[src/rtl/mseq_pkg.sv]
// Shared types and constants for the burst-sequenced 4-bit M-sequence generator.
package mseq_pkg;

  localparam int                MSEQ_W        = 4;
  localparam logic [MSEQ_W-1:0] MSEQ_DEF_SEED = 4'b0110;
  localparam int                MSEQ_PERIOD   = 15;
  localparam int                MSEQ_TAP_LO   = 0;
  localparam int                MSEQ_TAP_HI   = 3;

  typedef enum logic [1:0] {
    IDLE = 2'd0,
    LOAD = 2'd1,
    RUN  = 2'd2
  } state_e;

  // Right shift with the x^4 + x^3 + 1 feedback entering at the top bit.
  function automatic logic [MSEQ_W-1:0] lfsr_next(input logic [MSEQ_W-1:0] s);
    return {s[MSEQ_TAP_LO] ^ s[MSEQ_TAP_HI], s[MSEQ_W-1:1]};
  endfunction

endpackage

[src/rtl/mseq_lfsr.sv]
// 4-bit PN register: synchronous load has priority over stepping.
module mseq_lfsr
  import mseq_pkg::*;
#(
  parameter logic [MSEQ_W-1:0] RST_SEED = MSEQ_DEF_SEED
) (
  input  logic              clk_i,
  input  logic              rst_i,
  input  logic              load_i,
  input  logic              en_i,
  input  logic [MSEQ_W-1:0] seed_i,
  output logic [MSEQ_W-1:0] state_o
);

  logic [MSEQ_W-1:0] lfsr_q;

  always_ff @(posedge clk_i) begin
    if (rst_i) begin
      lfsr_q <= RST_SEED;
    end else if (load_i) begin
      lfsr_q <= seed_i;
    end else if (en_i) begin
      lfsr_q <= lfsr_next(lfsr_q);
    end
  end

  assign state_o = lfsr_q;

endmodule

[src/rtl/mseq_burst_ctrl.sv]
// Burst controller: seeds the PN register, streams chips over valid/ready, flags period/burst edges.
module mseq_burst_ctrl
  import mseq_pkg::*;
#(
  parameter int                LFSR_W   = MSEQ_W,
  parameter logic [LFSR_W-1:0] DEF_SEED = MSEQ_DEF_SEED,
  parameter int                LEN_W    = 16,
  parameter int                PERIOD   = MSEQ_PERIOD
) (
  input  logic              sys_clk,
  input  logic              sys_rst_n,
  input  logic              start,
  input  logic [LEN_W-1:0]  burst_len,
  input  logic              seed_we,
  input  logic [LFSR_W-1:0] seed_in,
  input  logic              abort,
  output logic              chip_out,
  output logic              chip_valid,
  input  logic              chip_ready,
  output logic              chip_sof,
  output logic              chip_last,
  output logic              busy,
  output logic              done,
  output logic              seed_err,
  output logic [LFSR_W-1:0] lfsr_state
);

  state_e            state_q;
  logic [LFSR_W-1:0] seed_reg_q;
  logic [LEN_W-1:0]  cnt_q;
  logic [3:0]        phase_q;
  logic              done_q;
  logic              seed_err_q;
  logic [LFSR_W-1:0] lfsr_w;
  logic              xfer;

  assign xfer = (state_q == RUN) && chip_ready;

  mseq_lfsr #(
    .RST_SEED (DEF_SEED)
  ) u_lfsr (
    .clk_i   (sys_clk),
    .rst_i   (sys_rst_n),
    .load_i  (state_q == LOAD),
    .en_i    (xfer),
    .seed_i  (seed_reg_q),
    .state_o (lfsr_w)
  );

  always_ff @(posedge sys_clk) begin
    if (sys_rst_n) begin
      state_q    <= IDLE;
      seed_reg_q <= DEF_SEED;
      cnt_q      <= '0;
      phase_q    <= '0;
      done_q     <= 1'b0;
      seed_err_q <= 1'b0;
    end else begin
      done_q <= 1'b0;
      case (state_q)
        IDLE: begin
          // An all-zero seed would lock the register, so it is replaced and flagged.
          if (seed_we) begin
            seed_reg_q <= (seed_in == '0) ? DEF_SEED : seed_in;
            seed_err_q <= (seed_in == '0);
          end
          if (start) begin
            if (burst_len == '0) begin
              done_q <= 1'b1;
            end else begin
              cnt_q   <= burst_len;
              state_q <= LOAD;
            end
          end
        end
        LOAD: begin
          phase_q <= '0;
          state_q <= RUN;
        end
        RUN: begin
          if (xfer) begin
            cnt_q   <= cnt_q - 1'b1;
            phase_q <= (phase_q == 4'(PERIOD - 1)) ? 4'd0 : phase_q + 4'd1;
          end
          if ((xfer && cnt_q == LEN_W'(1)) || abort) begin
            state_q <= IDLE;
            done_q  <= 1'b1;
          end
        end
        default: state_q <= IDLE;
      endcase
    end
  end

  assign chip_out   = lfsr_w[0];
  assign chip_valid = (state_q == RUN);
  assign chip_sof   = chip_valid && (phase_q == 4'd0);
  assign chip_last  = chip_valid && (cnt_q == LEN_W'(1));
  assign busy       = (state_q != IDLE);
  assign done       = done_q;
  assign seed_err   = seed_err_q;
  assign lfsr_state = lfsr_w;

endmodule

[config.mk]
export PLATFORM = sky130hd
export DESIGN_NAME = mseq_burst_ctrl
export DESIGN_NICKNAME = d
export VERILOG_FILES = /design/src/rtl/mseq_pkg.sv /design/src/rtl/mseq_lfsr.sv /design/src/rtl/mseq_burst_ctrl.sv
export SDC_FILE = /design/constraint.sdc
export NUM_CORES = 1
export LEC_CHECK = 0
export CORE_ASPECT_RATIO = 1.25
export CORE_UTILIZATION = 55
export CTS_BUF_LIST = sky130_fd_sc_hd__clkbuf_8
export CTS_CLUSTER_DIAMETER = 60
export DETAILED_ROUTE_END_ITERATION = 7
export GPL_ROUTABILITY_DRIVEN = 1
export HOLD_SLACK_MARGIN = 0.1
export PLACE_DENSITY = 0.84
export SLEW_MARGIN = 15
export SYNTH_ARGS = -nofsm -noshare
export SYNTH_HDL_FRONTEND = slang
export SYNTH_HIERARCHICAL = 1
export SYNTH_SLANG_ARGS = --single-unit
[constraint.sdc]
create_clock -name sys_clk -period 2.9 [get_ports sys_clk]
set_input_delay 0.58 -clock sys_clk [delete_from_list [all_inputs] [get_ports sys_clk]]
set_output_delay 0.58 -clock sys_clk [all_outputs]
set_load 0.005 [all_outputs]
Word-level counts from Yosys, hierarchy flattened
Cells that the tools add are included.
Storage, ports and cells
  register bits after elaboration: 32
  word-level logic and storage cells: 53
  bits of input ports: 26
  output and inout port bits: 11
Cells by class
  $add $sub $neg: 2
  bitwise operators: 1
  reduce and logical (&&, ||, !) cells: 17
  eq/ne operators: 8
  multiplexer cells: 18
Operators by type and width (count)
  $mux 16: 3
  $pmux 16 s2: 1
  $mux 4: 5
  $eq 16x1->1 const B: 1
  $logic_not 16->1: 1
  $sub 16x1->16 const B: 1
  $logic_not 4->1: 2
  $pmux 4 s2: 1
  $reduce_bool 2->1: 4
  $mux 2: 3
  $pmux 2 s3: 1
  $add 4x1->4 const B: 1
  $eq 4x4->1 const B: 1
  $logic_and 1x1->1: 4
  $ne 2x1->1 const B: 2
  $ne 2x2->1 const B: 2
  $reduce_and 2->1: 2
  $reduce_and 4->1: 1
  $mux 1: 3
  $reduce_and 3->1: 1
  $eq 2x1->1 const B: 1
  $eq 2x2->1 const B: 1
  $logic_not 2->1: 1
  $pmux 1 s2: 1
  2 further kinds: 2

Depth between registers and ports, before layout
Gate-level depths: netlist (run 1).
  depth after elaboration: 6
  mapped depth: 7
  mapped depth without buffers: 6

Cells and area by module
The synthesis (run 1) kept the hierarchy.
By module, submodules not included
  mseq_burst_ctrl: cells an instance 215, sequential area each 560.5 sq um, area an instance 1740.4 sq um, times used 1
  mseq_lfsr: cells an instance 20, sequential area each 80.1 sq um, area an instance 200.2 sq um, times used 1

Least setup slack after synthesis (run 1)
OpenSTA, ideal clock, no wires.
  kind: input to register
  start: input port burst_len[13]
  end: register cnt_q[9]
  data arrival time: 1.695 ns
  stages on the path: 6
  setup slack: 1.086 ns
  data required time: 2.781 ns
  buffers on the path: 1
  setup time: 0.119 ns
  cells stage by stage: nor4_1 > nand2b_4 > o21ai_4 > buf_4 > nor2_1 > o221a_1
On the way
  longest elaborated chain between the ends: 3
Ends and longest elaborated chain
  start, declared: RTL line mseq_burst_ctrl.sv:13  | input logic [LEN_W-1:0] burst_len,
  $logic_not 16->1: RTL line mseq_burst_ctrl.sv:68  | if (burst_len == '0) begin
  $ne 2x2->1 (no line)
  $reduce_and 4->1 (no line)
  end signal, assigned: RTL line mseq_burst_ctrl.sv:71  | cnt_q <= burst_len;
  end signal, assigned: RTL line mseq_burst_ctrl.sv:82  | cnt_q <= cnt_q - 1'b1;
  end, declared: RTL line mseq_burst_ctrl.sv:30  | logic [LEN_W-1:0] cnt_q;
No other way between the ends.
A chain may end at the register's enable or synchronous reset.

Final worst setup path (run 1)
  start: register cnt_q[7]
  end: output port chip_last
On the way
  longest elaborated chain between the ends: 2
Ends and longest elaborated chain
  $eq 16x1->1: RTL line mseq_burst_ctrl.sv:98  | assign chip_last = chip_valid && (cnt_q == LEN_W'(1));
  $logic_and 1x1->1: RTL line mseq_burst_ctrl.sv:98
  end, declared: RTL line mseq_burst_ctrl.sv:21  | output logic chip_last,
No other way between the ends.

==> results of run 1 <==
logic make-up (layout without fill, tap and decap cells):
logic type,after synthesis,in the layout,share of synthesized area (%)
adders and majority gates,5,5,3.22
muxes,7,7,3.61
and+or+nand+nor,93,93,27.7
buffers and inverters,25,59,6.19
AOI/OAI and AO/OA,73,73,26.2
DFF,32,32,33.0
metal layers:
layer  routed length (um)  up-vias
li1                     -      928
met1                 1950      881
met2                 2550       53
met3                  266       13
met4                  105        0
met5                    0        -
worst paths after layout:
check / from / to / depth (start not counted)
worst min register to register: cnt_q[6]$_SDFFE_PP0P_ / cnt_q[6]$_SDFFE_PP0P_ / 2
worst max-delay path: cnt_q[7]$_SDFFE_PP0P_ / chip_last / 4
worst min-delay path: cnt_q[6]$_SDFFE_PP0P_ / cnt_q[6]$_SDFFE_PP0P_ / 2
worst max register to register: state_q[0]$_SDFFE_PP0P_ / u_lfsr/state_o[3]$_SDFFE_PP0P_ / 6
metrics by stage:
step | power, uW | setup WS, ns | instances | hold WS, ns | utilization, %
after floorplan | 704 | 1.09 | 235 | 0.448 | -
after global placement | 794 | 0.498 | 298 | 0.466 | 70.2
after detailed placement | 803 | 0.448 | 298 | 0.481 | 70.2
after CTS | 1170 | 0.132 | 306 | 0.495 | 73.0
after global routing | 1220 | 0.109 | 306 | 0.519 | 73.3
final | 1170 | 0.259 | 306 | 0.495 | 73.3
timing repair:
action	in CTS	in global routing
resized for setup	0	1
endpoints found under the hold margin	0	0
endpoints found under the setup margin	0	1
cell type report:
class                           instances  share of cell area (%)
Multi-Input combinational cell        178                    49.4
Sequential cell                        32                    26.6
Clock inverter                          2                   0.468
Tap cell                               37                    1.93
Clock buffer                            6                    3.43
Inverter                               10                    1.56
Timing Repair Buffer                   41                    16.5
worst max-delay path: cells and delay by family (launching register included):
family | cells | cell delay (ns)
flip-flops | 1 | 0.40
buffers and inverters | 1 | 0.54
AND/OR/NAND/NOR | 3 | 0.83
cells in the final DEF (no fill, tap or decap), types with 6 or more instances in the layout:
cell and count:
nor2_1 29, dfxtp_1 32, o21ai_1 8, a21oi_1 24, nand2_1 14, inv_1 10, nor3_1 6, nand3_1 8
clkdlybuf4s50_1 36, mux2i_1 7, clkbuf_8 6
power by group through the flow:
stage                     sequential, uW  clock (uW)  combinational, uW
after floorplan                      504           0                199
after global placement               510           0                284
after detailed placement             511           0                291
after CTS                            502         371                295
after global routing                 508         388                327
final                                504         366                298
state kept, by name, indices dropped and copies added, names as in the netlist:
register        flops
cnt_q              16
done                1
phase_q             4
seed_err            1
seed_reg_q          4
state_q             2
u_lfsr/state_o      4
==> qor.csv, run 1 <==
metric,value,unit
synth_most_common_cell,dfxtp_1,
grt-busiest-layer,met2,
placed_area,2300,um^2
fin_nets,299,
path_cells,nor4_4 -> nand3_2 -> nor3_1 -> clkdlybuf4s50_1,
synth-main-ff-cell,dfxtp_1,
seqPwrFrac,43.1,%
hold_viol_final,0,
drt_iter0_markers,84,
rsz0062_at_grt,no,
syn_area_per_cell,8.26,um^2
grtUsageTotal,29.4,%
hold_buffers,0,
clk_pin_slew_worst_paths,0.07,ns
fillCellCount,267,
synth_common_cells,"dfxtp_1, nor2_1, a21oi_1",
grt_max_degree,37,
use_met1,31.6,%
register_area,641,um^2
cts_setup_buffers,0,
sw_frac_of_total,31.6,%
remaining_drc_errors,0,
ant_nets,0,
design_area,2400,um^2
syn_inst,235,
max_freq,379,MHz
switchingPower,369,uW
slowest_delay,0.54,ns
fin_crit_sh,91.1,%
ys_top_cells_by_area,"dfxtp_1, a21oi_1, nor2_1",
setup_viol,0,
hpwl,3490,um
finalSetupTns,0,ns
fp.dieH,68.4,um
status,"complete, no violations",
slew_headroom,56.1,%
p_per_area,486,nW/um^2
synth.distinct_cells,58,
rows,23,
netlist.area_leader.share,33.0,%
multi_input_comb_area,1190,um^2
diodes,0,
cts_made_buffers,5,
leakage,0.000894,uW
chipWidth,55.1,um
regToRegSetupSlack,1.13,ns
yosysSeqAreaShare,33.0,%
clockBufferDepth,2,
worst_ep_required_time,2.32,ns
drv_slew,0,
max_cap_violations,0,
ys_ff_latch,32,
clockPowerShare,31.4,%
peakVddDrop,0.483,mV
area.growth.synth_to_final,23.9,%
routed_via_density,6.13,
cp_slowest_cell,clkdlybuf4s50_1,
grt-ovfl-total,0,
crit_path_max_fanout,8,
grt_pass1_vias,1815,
arrival,2.06,ns
p_int,799,uW
syn-cell-area,1940,um^2
hold_class,register to register,
wirelength,4870,um
start_util,59.2,%
post-route-min-period,2.64,ns
worstSetupPathType,register to output pin,
gr-usage-met3,7.78,%
drive_above_1_share,11.5,%
synth-async-reset-ratio,0,%
portBuffers,36,
clk_latency,0.29,ns
cts_root_buf,clkbuf_8,
synth_edf_count,0,
antenna_found_initial,0,
cts_tree,built,
synth_nets,266,
max_slew.worst_pin.slew,0.657,ns
core_area,3280,um^2
yosys.area.top_type,dfxtp_1,
clock_skew,0.00601,ns
cts.sinks,32,
num_io_pins,37,
power_frac_comb,25.5,%
vias,1875,
met2_usage,51.5,%
grt_pass1_wl,7910,um
critPathCaptureType,output pin,
drt-pass1-iter-count,4,
wire_per_inst,15.9,um
start_kind,register,
h-tree-depth,2,
gp_congestion,0.875,
ys_warn_count,6,
die_area,3770,um^2
(Power assumes the default switching activity.)
==> run 2, diff against run 1 <==
Settings changed: CTS_CLUSTER_SIZE set to 14, MAX_ROUTING_LAYER set to met4.
==> qor.csv, run 2 (synthesis results as in run 1) <==
metric,value,unit
rows,23,
p_per_area,485,nW/um^2
vias,1892,
remaining_drc_errors,0,
cts_made_buffers,5,
cts_setup_buffers,0,
cts_root_buf,clkbuf_8,
gp_congestion,0.889,
leakage,0.000894,uW
slew_headroom,56.1,%
drt-pass1-iter-count,4,
max_slew.worst_pin.slew,0.656,ns
wirelength,4860,um
ant_nets,0,
start_util,59.2,%
arrival,2.06,ns
mostFrequentLayoutCell,clkdlybuf4s50_1,
layout_common_cells,"clkdlybuf4s50_1, dfxtp_1, nor2_1",
drive_above_1_share,11.5,%
final_core_util,73.3,%
grtUsageTotal,30.2,%
cp_slowest_cell,clkdlybuf4s50_1,
crit_start,cnt_q[7]$_SDFFE_PP0P_,
finalSetupTns,0,ns
critical_path_buf_inv_count,1,
h-tree-depth,2,
fin_crit_sh,91.0,%
clockBufferDepth,2,
path_delay_family,simple AND/OR/NAND/NOR gates,
drt_iter0_markers,77,
path_cells,nor4_4 -> nand3_2 -> nor3_1 -> clkdlybuf4s50_1,
max_cap_violations,0,
core_area,3280,um^2
portBuffers,36,
hpwl,3490,um
fin_nets,299,
antenna_found_initial,0,
clock_skew,0.00524,ns
hp-start,cnt_q[6]$_SDFFE_PP0P_,
setup_viol,0,
status,"complete, no violations",
clk_latency,0.29,ns
grt-ovfl-total,0,
routed_via_density,6.18,
cts_tree,built,
hold_viol_final,0,
drv_slew,0,
post-route-min-period,2.64,ns
rsz0062_at_grt,no,
area.growth.synth_to_final,23.9,%
peakVddDrop,0.483,mV
max_freq,379,MHz
cts.sinks,32,
num_io_pins,37,
largest_reg_flops,16,
diodes,0,
worst_ep_required_time,2.32,ns
crit_path_max_fanout,8,
grt_max_degree,37,
regMostFlops,cnt_q,
hold_class,register to register,
worstReg2RegStart,state_q[0]$_SDFFE_PP0P_,
slowest_delay,0.54,ns
wire_per_inst,15.9,um
start_kind,register,
clk_pin_slew_worst_paths,0.07,ns
whs,0.496,ns
grt_pass1_wl,7910,um
chipWidth,55.1,um
worstSetupPathType,register to output pin,
fp.dieH,68.4,um
critPathCaptureType,output pin,
grt_pass1_vias,1813,
die_area,3770,um^2
-- run 2: cell counts in the layout (fill, tap and decap cells not counted) --
No cell type changed its count.
-- run 2: power by group --
group | leakage (uW) | switching (uW) | internal (uW)
registers | 0.000262 | 34.6 | 469
logic | 0.000583 | 157 | 140
clock network | 0.0000486 | 176 | 189
-- run 2: tightest hold or removal path, delay by kind of cell, from the launching register on --
| family | cells | cell delay, ns |
|---|---|---|
| flip-flops | 1 | 0.32 |
| AO/OA/AOI/OAI | 2 | 0.13 |
-- run 2: final timing paths --
kind	to	slack, ns	depth (start not counted)
worst max-delay path	chip_last	0.26	4
worst min-delay path	cnt_q[6]$_SDFFE_PP0P_	0.50	2
worst max register to register	u_lfsr/state_o[3]$_SDFFE_PP0P_	1.13	6
worst min register to register	cnt_q[6]$_SDFFE_PP0P_	0.50	2
-- run 2: per-stage QoR --
step | worst slack, ns | power, uW | instances | cell area (um^2)
floorplan | 1.09 | 704 | 235 | 1940
global placement | 0.498 | 794 | 298 | 2300
detailed placement | 0.448 | 803 | 298 | 2300
CTS | 0.132 | 1170 | 306 | 2400
global route | 0.109 | 1220 | 306 | 2400
finish | 0.260 | 1170 | 306 | 2400
-- run 2: timing repair --
item                                    CTS  global route
endpoints found under the setup margin    0             1
hold buffers                              0             0
endpoints found under the hold margin     0             0
gates resized for setup                   0             1
-- run 2: layout make-up --
type	count	area (um^2)
sequential	32	641
inverter	10	37.5
fill	267	876
clock buffer	6	82.6
timing repair buffer	41	398
tap	37	46.3
clock inverter	2	11.3
multi-input combinational	178	1190
-- run 2: metal layers --
metal	track usage (%)	wire [um]
met3	7.56	255
met4	14.4	101
met2	51.7	2520
met5	-	0
met1	31.6	1990
==> run 3, diff against run 2 <==
Settings changed: DONT_BUFFER_PORTS set to 1, MAX_ROUTING_LAYER met4 to unset, PLACE_DENSITY 0.84 to unset, PLACE_DENSITY_LB_ADDON set to 0.3.
==> qor.csv, run 3 (synthesis results as in run 1) <==
metric,value,unit
cts.sinks,32,
regToRegSetupSlack,1.01,ns
vias,1723,
h-tree-depth,2,
max_freq,443,MHz
slew_headroom,55.5,%
sw_frac_of_total,28.9,%
area.growth.synth_to_final,4.45,%
drt-pass1-iter-count,4,
clk_pin_slew_worst_paths,0.07,ns
max_slew.worst_pin.slew,0.666,ns
hold_viol_final,0,
worstSetupPathType,register to output pin,
hold_class,primary input to register,
clockBufferDepth,2,
cts_tree,built,
num_io_pins,37,
p_int,812,uW
start_kind,register,
leakage,0.000749,uW
drt_iter0_markers,58,
fillCellCount,309,
finalSetupTns,0,ns
drv_slew,0,
gp_congestion,0.820,
regMostFlops,cnt_q,
clockPowerShare,36.6,%
portBuffers,0,
critPathCaptureType,output pin,
cts_made_buffers,5,
layout_common_cells,"dfxtp_1, nor2_1, a21oi_1",
drive_above_1_share,12.2,%
wire_per_inst,16.1,um
rsz0062_at_grt,no,
switchingPower,330,uW
seqPwrFrac,44.1,%
fp.dieH,68.4,um
arrival,1.68,ns
mostFrequentLayoutCell,dfxtp_1,
grt_max_degree,37,
place_worst_setup_slack,0.703,ns
hpwl,3080,um
post-route-min-period,2.26,ns
remaining_drc_errors,0,
ant_nets,0,
cts_setup_buffers,0,
rows,23,
antenna_found_initial,0,
max_cap_violations,0,
fin_crit_sh,77.9,%
core_area,3280,um^2
clock_skew,0.00525,ns
worst_ep_required_time,2.32,ns
grt_pass1_vias,1633,
wirelength,4300,um
clk_latency,0.29,ns
fin_nets,260,
grtUsageTotal,25.7,%
hold_buffers,0,
die_area,3770,um^2
peakVddDrop,0.374,mV
setup_slack,0.640,ns
crit_path_max_fanout,8,
start_util,59.2,%
cts_resized,0,
grt-ovfl-total,0,
routed_via_density,6.45,
p_per_area,563,nW/um^2
diodes,0,
largest_reg_flops,16,
power_frac_comb,19.3,%
setup_viol,0,
cts_root_buf,clkbuf_8,
status,"complete, no violations",
chipWidth,55.1,um
grt_pass1_wl,6880,um
==> run 3: final timing paths <==
kind	from	cells after the start	to
min reg2reg	seed_reg_q[3]$_SDFFE_PP0P_	2	u_lfsr/state_o[3]$_SDFFE_PP0P_
min	sys_rst_n	1	u_lfsr/state_o[0]$_SDFFE_PP0P_
max reg2reg	state_q[1]$_SDFFE_PP0P_	6	cnt_q[6]$_SDFFE_PP0P_
max	cnt_q[7]$_SDFFE_PP0P_	3	chip_last
==> run 3: through the flow <==
step | instances | hold slack (ns) | utilization, % | cell area (um^2) | total power, uW
floorplan | 235 | 0.448 | - | 1940 | 704
global placement | 259 | 0.472 | 58.5 | 1920 | 731
detailed placement | 259 | 0.478 | 58.5 | 1920 | 732
CTS | 267 | 0.345 | 61.8 | 2030 | 1150
global route | 267 | 0.339 | 61.8 | 2030 | 1200
finish | 267 | 0.355 | 61.8 | 2030 | 1140
==> run 3: cell type report <==
class | count | area, um^2 | area share (%)
well taps | 37 | 46.3 | 2.28
clock inverters | 3 | 38.8 | 1.91
inverters | 10 | 37.5 | 1.85
flip-flops and latches | 32 | 641 | 31.6
clock buffers | 5 | 68.8 | 3.40
repair buffers | 2 | 15.0 | 0.741
multi-input cells | 178 | 1180 | 58.2
==> run 3: worst max-delay path: stages (launching register included) <==
cell,delay (ns)
dfxtp_1,0.38
nor4_2,0.48
nand3_2,0.20
nor3_1,0.33
==> run 3: routing by layer <==
layer	GRT usage (%)	wire [um]
met1	26.6	1780
met2	45.3	2160
met3	8.44	269
met4	11.9	93
met5	0	0
==> run 3: power groups by stage <==
stage                     registers (uW)  logic [uW]  clock network (uW)
after floorplan                      504         199                   0
after global placement               512         219                   0
after detailed placement             512         220                   0
after CTS                            503         221                 428
after global routing                 508         247                 449
final                                503         220                 418
